===== src/rtl/bus_cmd_master_pkg.sv =====
// bus_cmd_master_pkg
// Shared definitions for the byte-stream bus command master: opcode bit
// positions, the FSM state encoding and the transfer count used when the
// length byte is zero.
package bus_cmd_master_pkg;

  localparam int OP_READ_BIT    = 7;  // 1 = read command, 0 = write command
  localparam int OP_FIXADDR_BIT = 6;  // 1 = hold address (only with FIXADDR build)

  // A length byte of zero encodes the maximum burst of 256 transfers.
  localparam logic [8:0] LEN_ZERO_COUNT = 9'd256;

  typedef enum logic [2:0] {
    IDLE       = 3'd0,
    ADDR       = 3'd1,
    LEN        = 3'd2,
    WR_DATA    = 3'd3,
    RD_ISSUE   = 3'd4,
    RD_CAPTURE = 3'd5,
    RD_HOLD    = 3'd6
  } state_t;

endpackage


===== src/rtl/bus_cmd_master.sv =====
// bus_cmd_master
// Parses read/write commands from a host byte stream and drives the
// single-byte register bus. Command = opcode, ADDR_BYTES address bytes
// (MSB first), length byte L (0 means 256), then L data bytes for writes.
// Read data is returned one byte at a time on the RSP stream.
//
// Optional build macro: BUS_CMD_MASTER_FIXADDR_EN -- when defined, opcode
// bit 6 = 1 keeps the address constant for the whole command.
//
// Ports:
//   BUS_CLK, BUS_RST          clock, asynchronous active-high reset
//   CMD_DATA/VALID/READY      host command byte stream (input)
//   RSP_DATA/VALID/READY      read-back byte stream (output)
//   BUS_ADD, BUS_WDATA        bus address and write data
//   BUS_RD, BUS_WR            one-cycle read / write strobes
//   BUS_RDATA                 OR-ed responder data, valid cycle after BUS_RD
//   BUSY                      high whenever the FSM is not IDLE
//   o_dbg_state               current FSM state (debug observation)
//
// Handshake: a byte moves on a stream only in a cycle where both VALID and
// READY are high at the rising edge; a VALID source holds its data until then.
module bus_cmd_master
  import bus_cmd_master_pkg::*;
#(
  parameter int ABUSWIDTH = 16
) (
  input  logic                 BUS_CLK,
  input  logic                 BUS_RST,
  input  logic [7:0]           CMD_DATA,
  input  logic                 CMD_VALID,
  output logic                 CMD_READY,
  output logic [7:0]           RSP_DATA,
  output logic                 RSP_VALID,
  input  logic                 RSP_READY,
  output logic [ABUSWIDTH-1:0] BUS_ADD,
  output logic [7:0]           BUS_WDATA,
  output logic                 BUS_RD,
  output logic                 BUS_WR,
  input  logic [7:0]           BUS_RDATA,
  output logic                 BUSY,
  output logic [2:0]           o_dbg_state
);

  localparam int ADDR_BYTES = (ABUSWIDTH + 7) / 8;

  state_t r_state;
  state_t w_next;

  logic [ABUSWIDTH-1:0] r_addr;     // address of the next transfer
  logic [ABUSWIDTH-1:0] r_bus_add;  // address presented on the bus
  logic [7:0]           r_wdata;
  logic                 r_wr;
  logic [7:0]           r_rsp_data;
  logic                 r_rsp_valid;
  logic [8:0]           r_cnt;      // transfers remaining
  logic [7:0]           r_abyte;    // address bytes remaining minus one
  logic                 r_is_read;
  logic                 r_fix;

  logic                 w_cmd_ready;
  logic                 w_cmd_fire;
  logic                 w_rsp_fire;
  logic                 w_busy;
  logic                 w_bus_rd;
  logic [ABUSWIDTH+7:0] w_addr_shift;
  logic [ABUSWIDTH-1:0] w_addr_next;

  // CMD_READY is forced low while reset is held.
  assign CMD_READY    = w_cmd_ready & ~BUS_RST;
  assign w_cmd_fire   = CMD_VALID & CMD_READY;
  assign w_rsp_fire   = r_rsp_valid & RSP_READY;
  // Shifting the whole address byte in and keeping the low bits drops any
  // address bits beyond ABUSWIDTH.
  assign w_addr_shift = {r_addr, CMD_DATA};
  assign w_addr_next  = r_fix ? r_addr : r_addr + ABUSWIDTH'(1);

  assign RSP_DATA    = r_rsp_data;
  assign RSP_VALID   = r_rsp_valid;
  assign BUS_ADD     = r_bus_add;
  assign BUS_WDATA   = r_wdata;
  assign BUS_WR      = r_wr;
  assign BUS_RD      = w_bus_rd;
  assign BUSY        = w_busy;
  assign o_dbg_state = r_state;

  always_ff @(posedge BUS_CLK or posedge BUS_RST) begin
    if (BUS_RST) r_state <= IDLE;
    else         r_state <= w_next;
  end

  always_comb begin
    w_next      = r_state;
    w_cmd_ready = 1'b0;
    w_bus_rd    = 1'b0;
    w_busy      = (r_state != IDLE);
    case (r_state)
      IDLE: begin
        w_cmd_ready = 1'b1;
        if (w_cmd_fire) w_next = ADDR;
      end
      ADDR: begin
        w_cmd_ready = 1'b1;
        if (w_cmd_fire && r_abyte == 8'd0) w_next = LEN;
      end
      LEN: begin
        w_cmd_ready = 1'b1;
        if (w_cmd_fire) w_next = r_is_read ? RD_ISSUE : WR_DATA;
      end
      WR_DATA: begin
        w_cmd_ready = 1'b1;
        if (w_cmd_fire && r_cnt == 9'd1) w_next = IDLE;
      end
      RD_ISSUE: begin
        w_bus_rd = 1'b1;
        w_next   = RD_CAPTURE;
      end
      RD_CAPTURE: w_next = RD_HOLD;
      RD_HOLD: begin
        if (w_rsp_fire) w_next = (r_cnt == 9'd1) ? IDLE : RD_ISSUE;
      end
      default: w_next = IDLE;
    endcase
  end

  always_ff @(posedge BUS_CLK or posedge BUS_RST) begin
    if (BUS_RST) begin
      r_addr      <= '0;
      r_bus_add   <= '0;
      r_wdata     <= 8'h00;
      r_wr        <= 1'b0;
      r_rsp_data  <= 8'h00;
      r_rsp_valid <= 1'b0;
      r_cnt       <= 9'd0;
      r_abyte     <= 8'd0;
      r_is_read   <= 1'b0;
      r_fix       <= 1'b0;
    end else begin
      r_wr <= 1'b0;
      case (r_state)
        IDLE: if (w_cmd_fire) begin
          r_is_read <= CMD_DATA[OP_READ_BIT];
`ifdef BUS_CMD_MASTER_FIXADDR_EN
          r_fix     <= CMD_DATA[OP_FIXADDR_BIT];
`else
          r_fix     <= 1'b0;
`endif
          r_abyte   <= 8'(ADDR_BYTES - 1);
        end
        ADDR: if (w_cmd_fire) begin
          r_addr  <= w_addr_shift[ABUSWIDTH-1:0];
          r_abyte <= r_abyte - 8'd1;
        end
        LEN: if (w_cmd_fire) begin
          r_cnt <= (CMD_DATA == 8'h00) ? LEN_ZERO_COUNT : {1'b0, CMD_DATA};
          // Reads present the first address together with the RD_ISSUE cycle.
          if (r_is_read) begin
            r_bus_add <= r_addr;
            r_addr    <= w_addr_next;
          end
        end
        WR_DATA: if (w_cmd_fire) begin
          r_bus_add <= r_addr;
          r_wdata   <= CMD_DATA;
          r_wr      <= 1'b1;
          r_addr    <= w_addr_next;
          r_cnt     <= r_cnt - 9'd1;
        end
        RD_CAPTURE: begin
          r_rsp_data  <= BUS_RDATA;
          r_rsp_valid <= 1'b1;
        end
        RD_HOLD: if (w_rsp_fire) begin
          r_rsp_valid <= 1'b0;
          r_cnt       <= r_cnt - 9'd1;
          if (r_cnt != 9'd1) begin
            r_bus_add <= r_addr;
            r_addr    <= w_addr_next;
          end
        end
        default: ;
      endcase
    end
  end

endmodule


===== config.mk =====
export PLATFORM = sky130hd
export DESIGN_NAME = bus_cmd_master
export DESIGN_NICKNAME = d
export VERILOG_FILES = /design/src/rtl/bus_cmd_master_pkg.sv /design/src/rtl/bus_cmd_master.sv
export SDC_FILE = /design/constraint.sdc
export NUM_CORES = 1
export LEC_CHECK = 0
export BUFFER_PORTS_ARGS = -buffer_cell sky130_fd_sc_hd__buf_2
export CAP_MARGIN = 20
export CORE_MARGIN = 4
export CORE_UTILIZATION = 52
export CTS_BUF_LIST = sky130_fd_sc_hd__clkbuf_16
export DETAILED_ROUTE_END_ITERATION = 8
export PLACE_DENSITY = 0.76
export SLEW_MARGIN = 20
export SYNTH_ARGS = -nofsm -noshare
export SYNTH_HDL_FRONTEND = slang
export SYNTH_SLANG_ARGS = --single-unit

===== constraint.sdc =====
create_clock -name BUS_CLK -period 3.1 [get_ports BUS_CLK]
set_clock_uncertainty 0.15 [all_clocks]
set_input_delay 0.62 -clock BUS_CLK [delete_from_list [all_inputs] [get_ports BUS_CLK]]
set_output_delay 0.62 -clock BUS_CLK [all_outputs]
set_load 0.05 [all_outputs]

Word level (Yosys, flattened, before mapping). Index checks and enable logic that the tools add are counted.

Add/subtract/negate cells: 3. Eq/ne operators: 17. Muxes and demuxes: 35. Bitwise gates (word level): 4. Reduce and logical (&&, ||, !) cells: 19.

Operator list (number): 2-to-1 mux 16 bit (11); case mux 16 bit (4 select lines) (1); case mux 16 bit (3 select lines) (1); 2-to-1 mux 9 bit (4); case mux 9 bit (3 select lines) (1); 2-to-1 mux 3 bit (7); case mux 3 bit (7 select lines) (1); != test 2 bit (second input constant) (9); adder 16 x 1 -> 16 bit (second input constant) (1); logical NOT 8 bit (2); 2-to-1 mux 8 bit (2); case mux 8 bit (2 select lines) (1); equality test 3 bit (second input constant) (3); equality test 9 x 1 -> 1 bit (second input constant) (1); != test 9 x 1 -> 1 bit (second input constant) (1); subtractor 9 x 1 -> 9 bit (second input constant) (1); subtractor 8 x 1 -> 8 bit (second input constant) (1); AND reduction 7 bit (1); equality test 3 x 2 -> 1 bit (second input constant) (2); AND reduction 2 bit (3); AND reduction 6 bit (1); nonzero test 3 bit (2); 2-to-1 mux 1 bit (5); AND reduction 5 bit (1); other kinds (11) (15).

Bits in registers: 71. Input bits: 20.

Longest topological paths before layout.
Depth in word-level cells: 8. Gate-level depth with buffers: 9.

Worst setup path after synthesis. Ideal clock, no wire load.

Path kind: register -> output. Start point: reg r_state[1], in the netlist o_dbg_state[1]. End point: out BUS_RD. Arrival: 1701 ps. Setup slack: 629 ps. Cell stages (with the launch flop): 4. Path through: dfrtp_1 clkbuf_1 clkbuf_1 nor2_1.

Word-level cells in the longest chain between the ends: 2.

Ends and longest elaborated chain: start: declaration (RTL line bus_cmd_master.sv:46) `state_t r_state;`; start signal: assignment (RTL line bus_cmd_master.sv:88) `else r_state <= w_next;`; equality test 3 bit (RTL line bus_cmd_master.sv:96) `case (r_state)`; 2-to-1 mux 1 bit (RTL line bus_cmd_master.sv:96); end: declaration (RTL line bus_cmd_master.sv:37) `output logic BUS_RD,`.

Every way passes these cells.

Worst setup path after layout.
Start point: reg r_state[2], in the netlist o_dbg_state[2]. End point: out BUS_RD.

Same word-level chain as after synthesis.

==> summary.md <==
| Metric | Value |
|---|---|
| Result of the run | finished, final reports clean |
| Diode count | 0 |
| Post-CTS Setup Inserts | 0 |
| Number of sinks on the clock net | 71 |
| Post-synthesis cell area | between 0.003 and 0.004 mm² |
| Delay of the slowest cell on the worst path | around 0.70 ns |
| Start point of the critical path | o_dbg_state[2] |
| Ports | 60 |
| Area share of the largest cell type after synthesis | between 40% and 50% |
| Clk Tree Root Cell | sky130_fd_sc_hd__clkbuf_16 |
| Share of cells above drive strength 1 | 27.9% |
| R2R Setup Slk | a little under 0.8 ns |
| Arrival time of data at the critical path endpoint | 1.61 ns |
| Finished Cell Area | 0.00442 mm² |
| Area of the placeable core | 0.00691 mm² |
| Cell count after synthesis | about 370 |
| Drt total wl | ~8000 µm |
| Flip-flop and latch count after synthesis | a little over 70 |
| Transition time at the pin with the least slew margin | 0.684 ns |
| Most numerous cell in the Yosys netlist | sky130_fd_sc_hd__dfrtp_1 |
| Clock H-tree levels | 3 |
| Placed cell areas | approximately 0.0041 mm² |
| TritonCTS clock tree | done |
| Average footprint of a synthesized cell | between 10 and 15 µm² |
| Nature of the critical path endpoint | output port |
| Final cell count without fillers | roughly 530 |
| Most area-consuming cells after synthesis | sky130_fd_sc_hd__dfrtp_1 47%, sky130_fd_sc_hd__mux2_2 6.9%, sky130_fd_sc_hd__a21oi_1 5.2%, sky130_fd_sc_hd__mux2_4 4.0%, sky130_fd_sc_hd__nand2_1 3.6% |
| GRT Util Overall | between 20% and 30% |
| Final cycle utilization of the critical path | between 70% and 80% |
| Total iterations of the first detailed-routing run | 4 |
| Number of antenna violations at the first check in global routing | 0 |
| Highest Clock Rate | around 420 MHz |
| Stages on the worst setup path | 3 |
| Number of endpoints failing setup at the final stage | 0 |
| Commonest register cell after synthesis | sky130_fd_sc_hd__dfrtp_1 |
| Number of slew-limit violations in the final report | 0 |
| Setup_tns | 0 ns |
| Total via count after detailed routing | 3,067 |
| Leakage power of the design | 1.98 nW |
| Sequential area share after synthesis | between 40% and 50% |
| Number of buffers and inverters on the critical path | 1 |
| Relative max-transition margin | a little over half |
| Clock Latency Late Sink | between 0.3 and 0.4 ns |
| Endpoints failing hold | 0 |
| Layout net count | 450 |
| Via density | 5.83 |
| Shortest clock period the worst path allows after layout | 2.38 ns |
| Final weighted congestion in routability-driven placement | approximately 0.8 |
| Startpoint-to-endpoint class of the critical path | flip-flop to output port |
| Distinct cells, synth | 57 |
| Synth async-reset ratio | 100% |
| Crit path max-delay cell type | sky130_fd_sc_hd__dfrtp_1 |
| Initial core utilization | a little over half |
| Standard-cell row count | 30 |
| Required time at the worst-slack endpoint | 2.33 ns |
| Worst path cell trace | nand2b_1 > nor2_1 > buf_2 |
| Hold WC Path Type | input pin to async pin |
| Library cell occupying the most area in the post-synthesis netlist | sky130_fd_sc_hd__dfrtp_1 |
| First-pass GRT wire length | 14,100 µm |
| Number of global-route vias before repair | 2,989 |
| Wire length per cell | between 15 and 20 µm |
| Drt first-iter violations | around 130 |
| Post-detailed-route DRC marker count | 0 |
| Setup repair after global routing missed its margin | no |
| CTS buffer count | 9 |
| Pwr/cell area | 1170 mW/mm² |
| Number of nets in the synthesized netlist | between 300 and 400 |
| Crit Reg-Reg Startpoint | o_dbg_state[2] |
| Max Cap Violations | 0 |
| Crit path to | BUS_RD |
| Peak fanout along the critical path | 21 |
| Number of gates resized after cts | 0 |
| Maximum vdd drop | 0.000789 V |
| Cell type group with the largest total delay on the critical path | flip-flops |
| Hold buffers post-CTS | 0 |
| HPWL Detailed | around 5700 µm |
| Number of input and output port buffers inserted | a little under 60 |
| Number of buffers on the longest clock path | 2 |
| Clock-pin slew of the registers on the worst-case setup and hold paths | 0.06 ns |
| Count of cells along the worst register-to-register path | 5 |
| List of most frequent post-synthesis cells | 71 x sky130_fd_sc_hd__dfrtp_1, 39 x sky130_fd_sc_hd__a21oi_1, 36 x sky130_fd_sc_hd__nand2_1 |
| Endpoint of the worst register-to-register path | BUS_ADD[12] |
| Count of antenna-violating nets left after detailed routing | 0 |
| Maximum number of pins on one net before global-route repair | roughly 40 |
| Overall die width | just over 90 µm |
| Cells after DPL | 510 |
| Launching element type of the critical path | flip-flop |
| Aggregate global routing overflow | 0 |
| Die outline area | 0.00866 mm² |
| Area added between synthesis and finish | 17.4% |
| Overall power of the completed layout | 5.17 mW |
| Total of warnings raised by yosys | 0 |
| Die extent in y | approximately 93 µm |
| EDFF count, synth | 0 |
==> flip-flops by register name, indices dropped and copies added (netlist names) <==
register and cells:
RSP_DATA 8, r_abyte 8, r_cnt 9, o_dbg_state 3
r_addr 16, r_is_read 1, BUS_ADD 16, RSP_VALID 1
BUS_WDATA 8, BUS_WR 1
==> cells in the final DEF, fill, tap and decap left out, drive strengths merged, types with 14 or more instances in the layout <==
cell type / Yosys / final
dfrtp: 71 / 71
buf: 14 / 64
a21oi: 39 / 39
nand2: 37 / 37
mux2: 33 / 33
o21ai: 32 / 32
nor2: 18 / 18
nand3: 14 / 14
nor3: 14 / 14
==> routing by layer <==
layer / track usage [%] / vias to the layer above / wire [µm]
met5: 0 / - / 0
met2: 32.8 / 100 / 3960
met4: 4.52 / 0 / 99
met3: 4.99 / 8 / 419
met1: 26.9 / 1490 / 3710
li1: - / 1469 / -
==> final cells by class <==
cell class	instances	area [µm²]
Clock buffer	9	225
Tap cell	96	120
Multi-Input combinational cell	272	1830
Sequential cell	71	1780
Fill cell	590	2490
Timing Repair Buffer	64	345
Inverter	7	26.3
Clock inverter	7	96.3
==> worst min-delay path by stage <==
stage | start | to | cells after the start
floorplan | r_addr[11] | BUS_ADD[11] | 1
global placement | BUS_ADD[10] | BUS_ADD[10] | 1
detailed placement | RSP_DATA[7] | RSP_DATA[7] | 1
CTS | BUS_RST | o_dbg_state[1] | 2
global route | BUS_RDATA[7] | RSP_DATA[7] | 2
finish | BUS_RST | o_dbg_state[1] | 2
==> power by group <==
| part | switching (mW) | total, mW | internal (mW) |
|---|---|---|---|
| combinational | 1.49 | 2.23 | 0.744 |
| clock | 0.398 | 1.10 | 0.705 |
| sequential | 0.476 | 1.83 | 1.36 |
==> metrics by stage <==
step                      hold WS [ns]  util, %  setup WS (ns)
after global routing             0.364     63.9          0.592
after CTS                        0.324     63.9          0.717
after floorplan                  0.347        -          0.533
after global placement           0.334     59.3          0.771
final                            0.293     63.9          0.718
after detailed placement         0.337     59.3          0.722
==> logic make-up after synthesis <==
logic type / after synthesis / synth area share [%]
DFF: 71 / 47.2
and+or+nand+nor: 122 / 17.6
AOI/OAI and AO/OA: 108 / 17.3
adders and majority gates: 5 / 1.66
muxes: 37 / 11.9
buffers and inverters: 29 / 4.26
(Power assumes the default switching activity.)
